<file path="src/rtl/posit_pkg.sv">
// posit_pkg: shared posit geometry helpers and special bit patterns.
package posit_pkg;
  function automatic int posit_regi(input int w);
    return $clog2(w) + 1;
  endfunction
  function automatic int posit_sfw(input int w, input int es);
    return posit_regi(w) + es + 1;
  endfunction
  function automatic int posit_maxsf(input int w, input int es);
    return (w - 2) * (2 ** es);
  endfunction
  // longest regime run, reached by k = +maxk (ones) before the terminator
  function automatic int posit_mts(input int w);
    return w - 1;
  endfunction
  function automatic logic [63:0] nar_code(input int w);
    return 64'd1 << (w - 1);
  endfunction
  function automatic logic [63:0] maxpos_code(input int w);
    return (64'd1 << (w - 1)) - 64'd1;
  endfunction
endpackage

</file>
<file path="src/rtl/posit_rne_round.sv">
// posit_rne_round: round-to-nearest-even on a posit body, saturating at maxpos.
module posit_rne_round #(
  parameter int BW = 7
) (
  input  logic [BW-1:0] body,
  input  logic          lsb,
  input  logic          guard,
  input  logic          sticky,
  output logic [BW-1:0] rounded
);
  assign rounded = (guard && (lsb || sticky) && !(&body)) ? body + BW'(1) : body;
endmodule

</file>
<file path="src/rtl/posit_encoder.sv">
// posit_encoder: three-stage stall-all pipeline turning a decoded operand into a WIDTH-bit posit.
module posit_encoder
  import posit_pkg::*;
#(
  parameter int WIDTH = 8,
  parameter int EXP = 2,
  parameter int FW = 8,
  localparam int SFW = posit_sfw(WIDTH, EXP)
) (
  input  logic             clk_i,
  input  logic             rst,
  input  logic             vld_i,
  output logic             rdy_o,
  input  logic             sign_i,
  input  logic             zero_i,
  input  logic             nar_i,
  input  logic [SFW-1:0]   sf_i,
  input  logic [FW-1:0]    frac_i,
  input  logic             sticky_i,
  output logic             vld_o,
  input  logic             rdy_i,
  output logic [WIDTH-1:0] posit_o
);
  localparam int REGI = posit_regi(WIDTH);
  localparam int MAXSF = posit_maxsf(WIDTH, EXP);
  localparam int MTS = posit_mts(WIDTH);
  localparam int KW = REGI + 1;
  localparam int BW = WIDTH - 1;
  localparam int WL = MTS + 1 + EXP + FW;
  localparam logic [WIDTH-1:0] NAR = WIDTH'(nar_code(WIDTH));
  localparam logic signed [SFW-1:0] SF_MAX = SFW'(MAXSF);
  logic en;
  logic v1, sg1, z1, n1, st1;
  logic [KW-1:0] k1;
  logic [EXP-1:0] e1;
  logic [FW-1:0] f1;
  logic v2, sg2, z2, n2, lsb2, g2, st2;
  logic [BW-1:0] b2;
  logic signed [SFW-1:0] sf_s, sf_c;
  logic [KW-1:0] run;
  logic [WL-1:0] sh;
  logic [BW-1:0] rounded;
  logic [WIDTH-1:0] pos, res;
  assign en = !vld_o || rdy_i;
  assign rdy_o = en;
  always_comb begin
    sf_s = $signed(sf_i);
    sf_c = sf_s > SF_MAX ? SF_MAX : (sf_s < -SF_MAX ? -SF_MAX : sf_s);
  end
  // a run of ones (k>=0) is one longer than a run of zeros (k<0) for the same |k|
  assign run = k1[KW-1] ? -k1 : k1 + KW'(1);
  assign sh = WL'({{WL{~k1[KW-1]}}, k1[KW-1], e1, f1, {MTS{1'b0}}} >> run);
  posit_rne_round #(.BW(BW)) u_rnd (
    .body   (b2),
    .lsb    (lsb2),
    .guard  (g2),
    .sticky (st2),
    .rounded(rounded)
  );
  assign pos = {1'b0, rounded};
  assign res = n2 ? NAR : z2 ? '0 : sg2 ? -pos : pos;
  always_ff @(posedge clk_i or posedge rst) begin
    if (rst) begin
      {v1, sg1, z1, n1, st1, k1, e1, f1} <= '0;
      {v2, sg2, z2, n2, lsb2, g2, st2, b2} <= '0;
      vld_o <= 1'b0;
      posit_o <= '0;
    end else if (en) begin
      v1 <= vld_i;
      sg1 <= sign_i;
      z1 <= zero_i;
      n1 <= nar_i;
      st1 <= sticky_i;
      k1 <= sf_c[SFW-1:EXP];
      e1 <= sf_c[EXP-1:0];
      f1 <= frac_i;
      v2 <= v1;
      sg2 <= sg1;
      z2 <= z1;
      n2 <= n1;
      b2 <= sh[WL-1:WL-BW];
      lsb2 <= sh[WL-BW];
      g2 <= sh[WL-BW-1];
      st2 <= st1 | (|sh[WL-BW-2:0]);
      vld_o <= v2;
      posit_o <= res;
    end
  end
endmodule

</file>
<file path="config.mk">
export PLATFORM = sky130hd
export DESIGN_NAME = posit_encoder
export DESIGN_NICKNAME = d
export VERILOG_FILES = /design/src/rtl/posit_pkg.sv /design/src/rtl/posit_rne_round.sv /design/src/rtl/posit_encoder.sv
export SDC_FILE = /design/constraint.sdc
export NUM_CORES = 1
export LEC_CHECK = 0
export ABC_AREA = 1
export ABC_CLOCK_PERIOD_IN_PS = 2600
export CORE_ASPECT_RATIO = 1.2
export CORE_MARGIN = 2
export CORE_UTILIZATION = 40
export CTS_BUF_LIST = sky130_fd_sc_hd__clkbuf_16
export DETAILED_ROUTE_END_ITERATION = 10
export GPL_ROUTABILITY_DRIVEN = 1
export PLACE_DENSITY = 0.64
export SLEW_MARGIN = 20
export SYNTH_ARGS = -nofsm -noshare
export SYNTH_HDL_FRONTEND = slang
export SYNTH_HIERARCHICAL = 1
export SYNTH_SLANG_ARGS = --single-unit
</file>
<file path="constraint.sdc">
create_clock -name clk_i -period 2.6 [get_ports clk_i]
set_input_delay 0.39 -clock clk_i [delete_from_list [all_inputs] [get_ports clk_i]]
set_output_delay 0.39 -clock clk_i [all_outputs]
set_load 0.005 [all_outputs]
</file>
---- After elaboration in Yosys (flattened, before gate mapping) ----
Index checks and enable logic that the tools add are counted.
Widths: inputs -> output; s select.
word-level totals
  register bits after elaboration ......... 43
  output and inout port bits .............. 10
  word-level logic and storage cells ...... 42
operators by class
  $add $sub $neg .......................... 4
  magnitude comparators ................... 2
  shift operators ......................... 1
  mux-type cells .......................... 7
  bitwise logic cells ..................... 2
  reductions and logical operators ........ 8
operators with widths
  operator             number
  $shr 36x5->18        1
  $mux 8               3
  $mux 7               3
  $reduce_or 10->1     1
  $neg 7->8            1
  $add 7x1->7 const B  1
  $gt 7x6->1 const B   1
  $lt 7x6->1 const B   1
  $reduce_and 7->1     1
  $add 5x1->5 const B  1
  $mux 5               1
  $neg 5->5            1
  $logic_and 1x1->1    2
  $logic_not 1->1      2
  $logic_or 1x1->1     2
  $not 1->1            1
  $or 1x1->1           1

---- Longest topological paths before layout ----
Gate-level depths: netlist of the first run.
  depth in word-level cells ............... 8
  mapped depth ............................ 17
  depth with buffers taken out ............ 17

---- By module ----
The synthesis of the first run kept the hierarchy.
modules (own cells, without submodules)
  module           times used  cells each  area an instance (um^2)  sequential area each (um^2)
  posit_encoder    1           376         2,668.8                  1,051.0
  posit_rne_round  1           41          240.2                    0.0

---- Worst setup path after synthesis of the first run ----
No wires, ideal clock.
  path type ............................... register to register
  start point ............................. register b2[0]
  end point ............................... register posit_o[6]
  arrival time ............................ 1.856 ns
  data required time ...................... 2.477 ns
  setup slack ............................. 0.621 ns
  cell stages (with the launch flop) ...... 18
  period minus slack after synthesis ...... 1.979 ns
  cell sequence ........................... dfrtp_1 -> ha_1 -> nand3_2 -> inv_2 -> nand2_4 -> nand2_8 -> inv_4 -> nand2_1 -> nand2_1 -> inv_1 -> ha_1 -> inv_1 -> nor3_1 -> nand3_1 -> nand2_1 -> a21oi_1 -> o21ai_0 -> nand2_1
between the ends
  longest elaborated chain between the ends .. 8
  elaborated cells on any way between the ends .. 9
  classes of those cells .................. 2 x add/sub; 4 x mux; 3 x reduce/logical
ends and longest elaborated chain
  item                                                 line                   text
  start: declaration                                   posit_encoder.sv:38    logic [BW-1:0] b2;
  start signal: assignment                             posit_encoder.sv:81    b2 <= sh[WL-1:WL-BW];
  branches (longest 3 deep; another with $add 7x1->7)  n/a
  $mux 7 *                                             posit_rne_round.sv:11  assign rounded = (guard && (lsb || sticky) && !(&body)) ? body + BW'(1) : body;
  via rounded[0]                                       posit_encoder.sv:42    logic [BW-1:0] rounded;
  $neg 7->8 *                                          posit_encoder.sv:61    assign res = n2 ? NAR : z2 ? '0 : sg2 ? -pos : pos;
  $mux 8 * (3 in a row)                                posit_encoder.sv:61
  end signal: assignment                               posit_encoder.sv:86    posit_o <= res;
  end: declaration                                     posit_encoder.sv:22    output logic [WIDTH-1:0] posit_o
Mark *: on every way through the listed nets, which the timed path passes.
A chain may end at the register's enable or synchronous reset.

---- Final worst setup path of the first run ----
  start point ............................. register k1[0]
  end point ............................... register st2
between the ends
  longest elaborated chain between the ends .. 5
  elaborated cells on any way between the ends .. 6
  classes of those cells .................. 2 x add/sub; 1 x shift; 1 x mux; 1 x bitwise; 1 x reduce/logical
ends and longest elaborated chain
  item                                      line                 text
  start: declaration                        posit_encoder.sv:34  logic [KW-1:0] k1;
  start signal: assignment                  posit_encoder.sv:74  k1 <= sf_c[SFW-1:EXP];
  $add 5x1->5 or $neg 5->5 (tied branches)  posit_encoder.sv:51  assign run = k1[KW-1] ? -k1 : k1 + KW'(1);
  $mux 5 *                                  posit_encoder.sv:51
  $shr 36x5->18 *                           posit_encoder.sv:52  assign sh = WL'({{WL{~k1[KW-1]}}, k1[KW-1], e1, f1, {MTS{1'b0}}} >> run);
  $reduce_or 10->1 *                        posit_encoder.sv:84  st2 <= st1 | (|sh[WL-BW-2:0]);
  $or 1x1->1 *                              posit_encoder.sv:84
  end signal: assignment                    posit_encoder.sv:84
  end: declaration                          posit_encoder.sv:37  logic v2, sg2, z2, n2, lsb2, g2, st2;
Every way passes the cells marked *; elsewhere a longest branch is shown, timed or not.

==> flow_summary.json, run 1 <==
{
  "outcome": "finished clean",
  "grtUsageTotal_pct": 17.90,
  "p_comb_share_pct": 52.5,
  "antenna_found_initial": 0,
  "routed_wl_mm": 6.381,
  "die_width_um": 81.85,
  "cts_resized": 0,
  "critPathCaptureType": "flop",
  "cts_inserted_buffers": 5,
  "cts-root-buf": "clkbuf_16",
  "critPathMaxFanout": 14,
  "cap_viol_max_count": 0,
  "cts_tree": "built",
  "grt_overflow_total": 0,
  "grt_pass1_wl_mm": 11.45,
  "power_uw": 3690,
  "reg2reg_from": "k1[0]",
  "drt_iter0_drc": 88,
  "dp_hpwl_mm": 4.949,
  "synth_area_um2": 2909,
  "intPower_uw": 2069,
  "grt_pass1_vias": 2499,
  "setup_tns_ps": 0,
  "layout.cells.non_filler": 541,
  "p_leak_uw": 0.001756,
  "clockBufferDepth": 2,
  "max_freq_ghz": 0.4280,
  "clk_latency_ps": 290,
  "seqCellArea_um2": 1051,
  "dp_cells": 533,
  "period_needed_ps": 2336,
  "ctsHtreeMaxLevel": 2,
  "rsz0062_at_grt": "no",
  "synth_nets": 447,
  "min_path_cells": 1,
  "synth-main-ff-cell": "dfrtp_1",
  "ys_ff_latch": 42,
  "relSlewSlack_pct": 63.90,
  "switching_power_uw": 1620,
  "worstPathRequired_ps": 2820,
  "synth_top_cell_by_area": "dfrtp_1",
  "dr.pass1.iters": 4,
  "fp.dieH_um": 97.42,
  "yosys-top-cells-area": "dfrtp_1 36%, nand2_1 20%, inv_1 5.3%",
  "r2r_cells": 14,
  "start_kind": "flop",
  "multi_input_area_um2": 1600,
  "clkPwrFrac_pct": 19.4,
  "drc": 0,
  "cellPowerDensity_nw_per_um2": 1056,
  "routabilityCongestion": 0.9055,
  "fin_skew_ps": 7.212,
  "cts_sinks": 42,
  "drv_slew": 0,
  "synth_edf_count": 0,
  "syn_avg_cell_area_um2": 6.976,
  "nNetsFinal": 480,
  "floorplan.rows": 34,
  "ir_worst_vdd_v": 0.0004896,
  "hold_viol_final": 0,
  "synth-async-reset-ratio_pct": 100.0,
  "tightestPinTransition_ps": 541.5,
  "synth_top_area_share_pct": 36.13,
  "grt_max_degree": 43,
  "drive_gt1_share_pct": 12.42,
  "vias": 2664,
  "cts_hold_buffers": 0,
  "wl_per_cell_um": 11.79,
  "synth_cell_types": 40,
  "hold_start": "v2",
  "die-area_um2": 7974,
  "vias_per_cell": 4.924,
  "core_um2": 7147,
  "setup_viol": 0,
  "post_cts_buffers": 0,
  "numPortBuffers": 32,
  "synth_cells": 417,
  "ant_nets": 0,
  "io_pins": 33,
  "diodes": 0,
  "initial_core_util_pct": 40.70,
  "critPathLaunch": "k1[0]",
  "synthToLayoutAreaGrowth_pct": 20.09,
  "seq_power_share_pct": 28.1,
  "ys_warn_count": 6,
  "ys_seq_area_share_pct": 36.13,
  "path_class": "flop to flop",
  "fillCellCount": 741,
  "swShare_pct": 43.92,
  "critPathArrivalTime_ps": 2550,
  "period_share_pct": 89.85,
  "hp-class": "flop to flop",
  "cts.clk_slew.worst_paths_ps": 60,
  "final_core_util_pct": 48.88
}
[sequential cells by signal, indices dropped and copies added (netlist names), 2 cells and up]
signal and flops:
k1 5, b2 7, e1 2, f1 8, posit_o 8
[synthesized netlist by cell type (2+ instances only)]
cell type	instances
nand2_1	153
dfrtp_1	42
inv_1	41
o21ai_0	24
nand3_1	23
nor2_1	23
a21oi_1	13
o21ai_1	11
nor3_1	8
ha_1	7
nand3_2	7
inv_2	6
nand2_2	6
clkbuf_1	5
nand2_4	5
nand4_1	5
buf_2	4
xnor2_1	4
inv_4	3
nor2_4	3
buf_6	2
nor2_2	2
nor3_2	2
or2_2	2
[power by group through the flow]
| stage | registers [uW] | logic, uW | clock network, uW |
|---|---|---|---|
| after floorplan | 1020 | 1480 | 0 |
| after global placement | 1040 | 1920 | 0 |
| after detailed placement | 1050 | 1940 | 0 |
| after CTS | 1040 | 1950 | 733 |
| after global routing | 1070 | 2210 | 767 |
| final | 1040 | 1940 | 716 |
[final timing paths]
| path | slack, ps | to |
|---|---|---|
| worst max-delay path | 260 | st2 |
| worst min-delay path | 470 | vld_o |
| worst max register to register | 260 | st2 |
| worst min register to register | 470 | vld_o |
| max in group asynchronous | 1680 | b2[1] |
| min in group asynchronous | 540 | v2 |
[cell families after synthesis]
kind of cell	synth area share (%)
xor+xnor	1.204
buf+inv	8.946
simple gates	38.37
compound gates	12.34
flops	36.13
fa+ha+maj	3.011
[metal layers]
metal / share of wire (%) / wire [um] / track usage [%] / vias to the layer above
li1: - / - / - / 1396
met1: 45 / 2842 / 22.49 / 1203
met2: 52 / 3288 / 31.58 / 54
met3: 2.7 / 171 / 2.788 / 11
met4: 1.2 / 79 / 3.974 / 0
met5: 0 / 0 / 0 / -
[final cells by class]
cell class	count	area share (%)
clock buffers	5	3.582
clock inverters	3	1.254
inverters	50	5.587
multi-input cells	313	45.81
flip-flops and latches	42	30.09
well taps	90	3.223
repair buffers	38	10.46
[metrics by stage]
step	hold slack (ps)	setup WS, ps	cell area, um2
global placement	454.8	407.1	3324
CTS	469.3	279.9	3493
global route	504.1	17.80	3493
floorplan	440.0	621.2	2909
finish	470.0	263.8	3493
detailed placement	453.8	297.1	3324
[cell usage in the layout (no fill, tap or decap), types with 4 or more instances in the layout]
cell | synthesis | final
inv_2 | 6 | 6
nand3_1 | 23 | 23
nand2_2 | 6 | 6
nand4_1 | 5 | 5
nor3_1 | 8 | 8
nand2_4 | 5 | 5
ha_1 | 7 | 7
buf_4 | 0 | 6
nand2_1 | 153 | 153
o21ai_0 | 24 | 24
clkdlybuf4s50_1 | 0 | 32
a21oi_1 | 13 | 13
nor2_1 | 23 | 22
dfrtp_1 | 42 | 42
xnor2_1 | 4 | 4
clkbuf_16 | 0 | 5
inv_1 | 41 | 41
nand3_2 | 7 | 7
o21ai_1 | 11 | 11
[critical path, stage by stage (launching register included)]
cell	delay, ps
dfrtp_1	450
inv_1	140
ha_1	520
inv_2	200
nor2_1	300
a21oi_4	60
nor2_2	130
nor2_1	60
nand2_1	50
nand2_1	40
nand2_1	60
inv_2	30
nand2_1	50
nand2_1	50
a21oi_2	100
Power figures use the tool's default switching activity.
==> run 2: changes to the inputs <==
--- a/config.mk
+++ b/config.mk
@@ -5,7 +5,7 @@
 export SDC_FILE = /design/constraint.sdc
 export NUM_CORES = 1
 export LEC_CHECK = 0
-export ABC_AREA = 1
+export ABC_AREA = 0
 export ABC_CLOCK_PERIOD_IN_PS = 2600
 export CORE_ASPECT_RATIO = 1.2
 export CORE_MARGIN = 2
@@ -13,7 +13,7 @@
 export CTS_BUF_LIST = sky130_fd_sc_hd__clkbuf_16
 export DETAILED_ROUTE_END_ITERATION = 10
 export GPL_ROUTABILITY_DRIVEN = 1
-export PLACE_DENSITY = 0.64
+export PLACE_DENSITY = 0.65
 export SLEW_MARGIN = 20
 export SYNTH_ARGS = -nofsm -noshare
 export SYNTH_HDL_FRONTEND = slang
==> run 2 against run 1 <==
Worst setup slack gained 58 ps. Critical endpoint is now g2. Total power shrank 7.7%. Count of clock-buffer cells in the layout unchanged. Largest cell class unchanged. Clock power fell by 1%. Synthesized cell count down 24%. Global-route usage fell by 0.27 points. Non-clock buffer count increased by 3. Cell area down 6.6%. Utilization up 1.7 points. Final cell count fell by 19%.
==> flow_summary.json, run 2 <==
{
  "fp.dieH_um": 93.38,
  "hold_viol_final": 0,
  "setup_tns_ps": 0,
  "syn_avg_cell_area_um2": 8.373,
  "cpMaxStageDelayCell": "dfrtp_2",
  "reg2reg_from": "k1[0]",
  "worst_slack_ps": 322.2,
  "cts_tree": "built",
  "drc": 0,
  "wl_per_cell_um": 13.35,
  "synth_nets": 348,
  "path_cells": "ha_2 > buf_4 > mux2_2 > nor2_1 > nor2_1 > a211oi_1 > o21ai_0 > a22o_1",
  "die-area_um2": 7328,
  "seq_power_share_pct": 31.5,
  "cts-root-buf": "clkbuf_16",
  "antenna_found_initial": 0,
  "yosys.cell_count.top_type": "nand2_1",
  "critPathArrivalTime_ps": 2450,
  "synth-async-reset-ratio_pct": 100.0,
  "cp.depth": 8,
  "synth_top_area_share_pct": 39.47,
  "drt_iter0_drc": 81,
  "cts_inserted_buffers": 5,
  "core_um2": 6446,
  "synth_edf_count": 0,
  "grt_pass1_wl_mm": 10.48,
  "switching_power_uw": 1343,
  "floorplan.rows": 32,
  "stdcell_area_um2": 3262,
  "top_layer": "met4",
  "cap_viol_max_count": 0,
  "p_comb_share_pct": 47.7,
  "start_kind": "flop",
  "nNetsFinal": 381,
  "cp.buffers_inverters": 1,
  "grt_max_degree": 43,
  "layout.cells.non_filler": 437,
  "cp_common_cell": "nor2_1",
  "path_class": "flop to flop",
  "swShare_pct": 39.44,
  "initial_core_util_pct": 41.30,
  "synth-main-ff-cell": "dfrtp_1",
  "dr_wl_met2_mm": 2.894,
  "synth_top_cell_by_area": "dfrtp_1",
  "clk_latency_ps": 280,
  "intPower_uw": 2062,
  "placed_area_um2": 3092,
  "cpPeakStageDelay_ps": 470,
  "outcome": "finished clean",
  "numPortBuffers": 32,
  "grt_pass1_vias": 2311,
  "layout_commonest_cell": "nand2_1",
  "cts_sinks": 42,
  "dp_cells": 429,
  "period_needed_ps": 2278,
  "ys_warn_count": 6,
  "synth_cell_types": 56,
  "vias_per_cell": 5.293,
  "max_freq_ghz": 0.4390,
  "min_to": "v2",
  "rsz0062_at_grt": "no",
  "clkPwrFrac_pct": 20.8,
  "worstPathRequired_ps": 2770,
  "crit_family": "compound AO/OA/AOI/OAI gates",
  "grtUsageTotal_pct": 17.62,
  "die_width_um": 78.48,
  "cellPowerDensity_nw_per_um2": 1044,
  "ir_worst_vdd_v": 0.0004202,
  "synthToLayoutAreaGrowth_pct": 22.51,
  "drive_gt1_share_pct": 9.659,
  "clockBufferDepth": 2,
  "wl_met3_um": 172,
  "routed_wl_mm": 5.833,
  "fin_skew_ps": 4.390,
  "ant_nets": 0,
  "p_leak_uw": 0.001442,
  "synth_area_um2": 2663,
  "ctsHtreeMaxLevel": 2,
  "worstReg2RegEnd": "g2",
  "synth_cells": 318,
  "r2r_cells": 8,
  "relSlewSlack_pct": 64.73,
  "io_pins": 33,
  "wl_met1_mm": 2.611,
  "r2r_slack_ps": 320,
  "setup_viol": 0,
  "largestRegisters": "f1 x8, posit_o x8, b2 x7",
  "dp_hpwl_mm": 4.379,
  "dr.pass1.iters": 5,
  "tightestPinTransition_ps": 529.1,
  "post_cts_buffers": 0,
  "period_share_pct": 87.61,
  "ys_seq_area_share_pct": 39.47,
  "routabilityCongestion": 0.8908,
  "diodes": 0,
  "hp-class": "flop to flop",
  "ys_ff_latch": 42,
  "critPathCaptureType": "flop",
  "grt_overflow_total": 0,
  "power_uw": 3404,
  "hold_start": "v2",
  "drv_slew": 0,
  "final_cell_mix": "74 x nand2_1, 41 x dfrtp_1, 32 x clkdlybuf4s50_1, 28 x nor2_1, 20 x o21ai_0",
  "cts.clk_slew.worst_paths_ps": 60,
  "critPathMaxFanout": 10,
  "yosys-top-cells-area": "dfrtp_1 39%, nand2_1 10%, nor2_1 3.9%",
  "min_path_cells": 2,
  "vias": 2313,
  "dp_slack_ps": 211.4,
  "synth_common_cells": "74 x nand2_1, 42 x dfrtp_1, 28 x nor2_1"
}
## run 2: cell count changes in the layout (fill, tap and decap cells not counted), moves of 7 or more
cell / change
nand2_1: -79
inv_1: -31
nand3_1: -18
o21ai_1: -9
xor2_1: +8
nand3_2: -7
## run 2: cell type report
class                           instances  area [um2]
Fill cell                             628        3184
Multi-Input combinational cell        251        1511
Sequential cell                        42        1052
Timing Repair Buffer                   41       387.9
Clock buffer                            5       125.1
Tap cell                               85       106.4
Clock inverter                          3       41.29
Inverter                               10       37.54
## run 2: how the worst max path moves through the flow
stage,end,startpoint
2_1_floorplan,b2[0],k1[0]
3_3_place_gp,st2,k1[0]
6_report,g2,k1[0]
3_5_place_dp,g2,k1[0]
5_1_grt,posit_o[7],b2[0]
4_1_cts,g2,k1[0]
## run 2: what timing repair did
| action | 4_1_cts | 5_1_grt |
|---|---|---|
| gates resized for setup | 0 | 2 |
| setup endpoints to repair | 0 | 2 |
| hold endpoints to repair | 0 | 0 |
| hold buffers | 0 | 0 |
## run 2: cell families (layout without fill, tap and decap cells)
logic type | count (synthesis) | after routing | synth area share [%]
AND/OR/NAND/NOR | 139 | 139 | 23.17
AO/OA/AOI/OAI | 79 | 79 | 20.02
flip-flops | 42 | 42 | 39.47
buffers and inverters | 25 | 59 | 3.947
XOR/XNOR | 15 | 15 | 5.216
multiplexers | 11 | 11 | 4.887
adder cells (fa/ha/maj) | 7 | 7 | 3.289
## run 2: worst reg2reg max path, delay by kind of cell (launching register included)
family	cells	cell delay, ps
compound gates	3	520
buf+inv	1	180
fa+ha+maj	1	460
mux	1	360
flops	1	470
simple gates	2	170
## run 2: power by group through the flow
| stage | Sequential, uW | Combinational [uW] | Clock, uW |
|---|---|---|---|
| after floorplan | 1010 | 1240 | 0 |
| after global placement | 1080 | 1600 | 0 |
| after detailed placement | 1090 | 1620 | 0 |
| after CTS | 1080 | 1630 | 720 |
| after global routing | 1110 | 1850 | 742 |
| final | 1070 | 1620 | 707 |
## run 2: metrics by stage
stage	hold slack (ps)	utilization (%)
finish	457.7	50.60
global route	485.1	50.60
CTS	462.0	50.54
detailed placement	447.6	47.96
global placement	443.8	47.96
floorplan	430.0	-
## run 2: routing by layer
metal / vias up / global-route usage [%]
met5: - / 0
met4: 0 / 6.871
met3: 13 / 2.317
met2: 40 / 30.82
met1: 1082 / 22.04
li1: 1178 / -
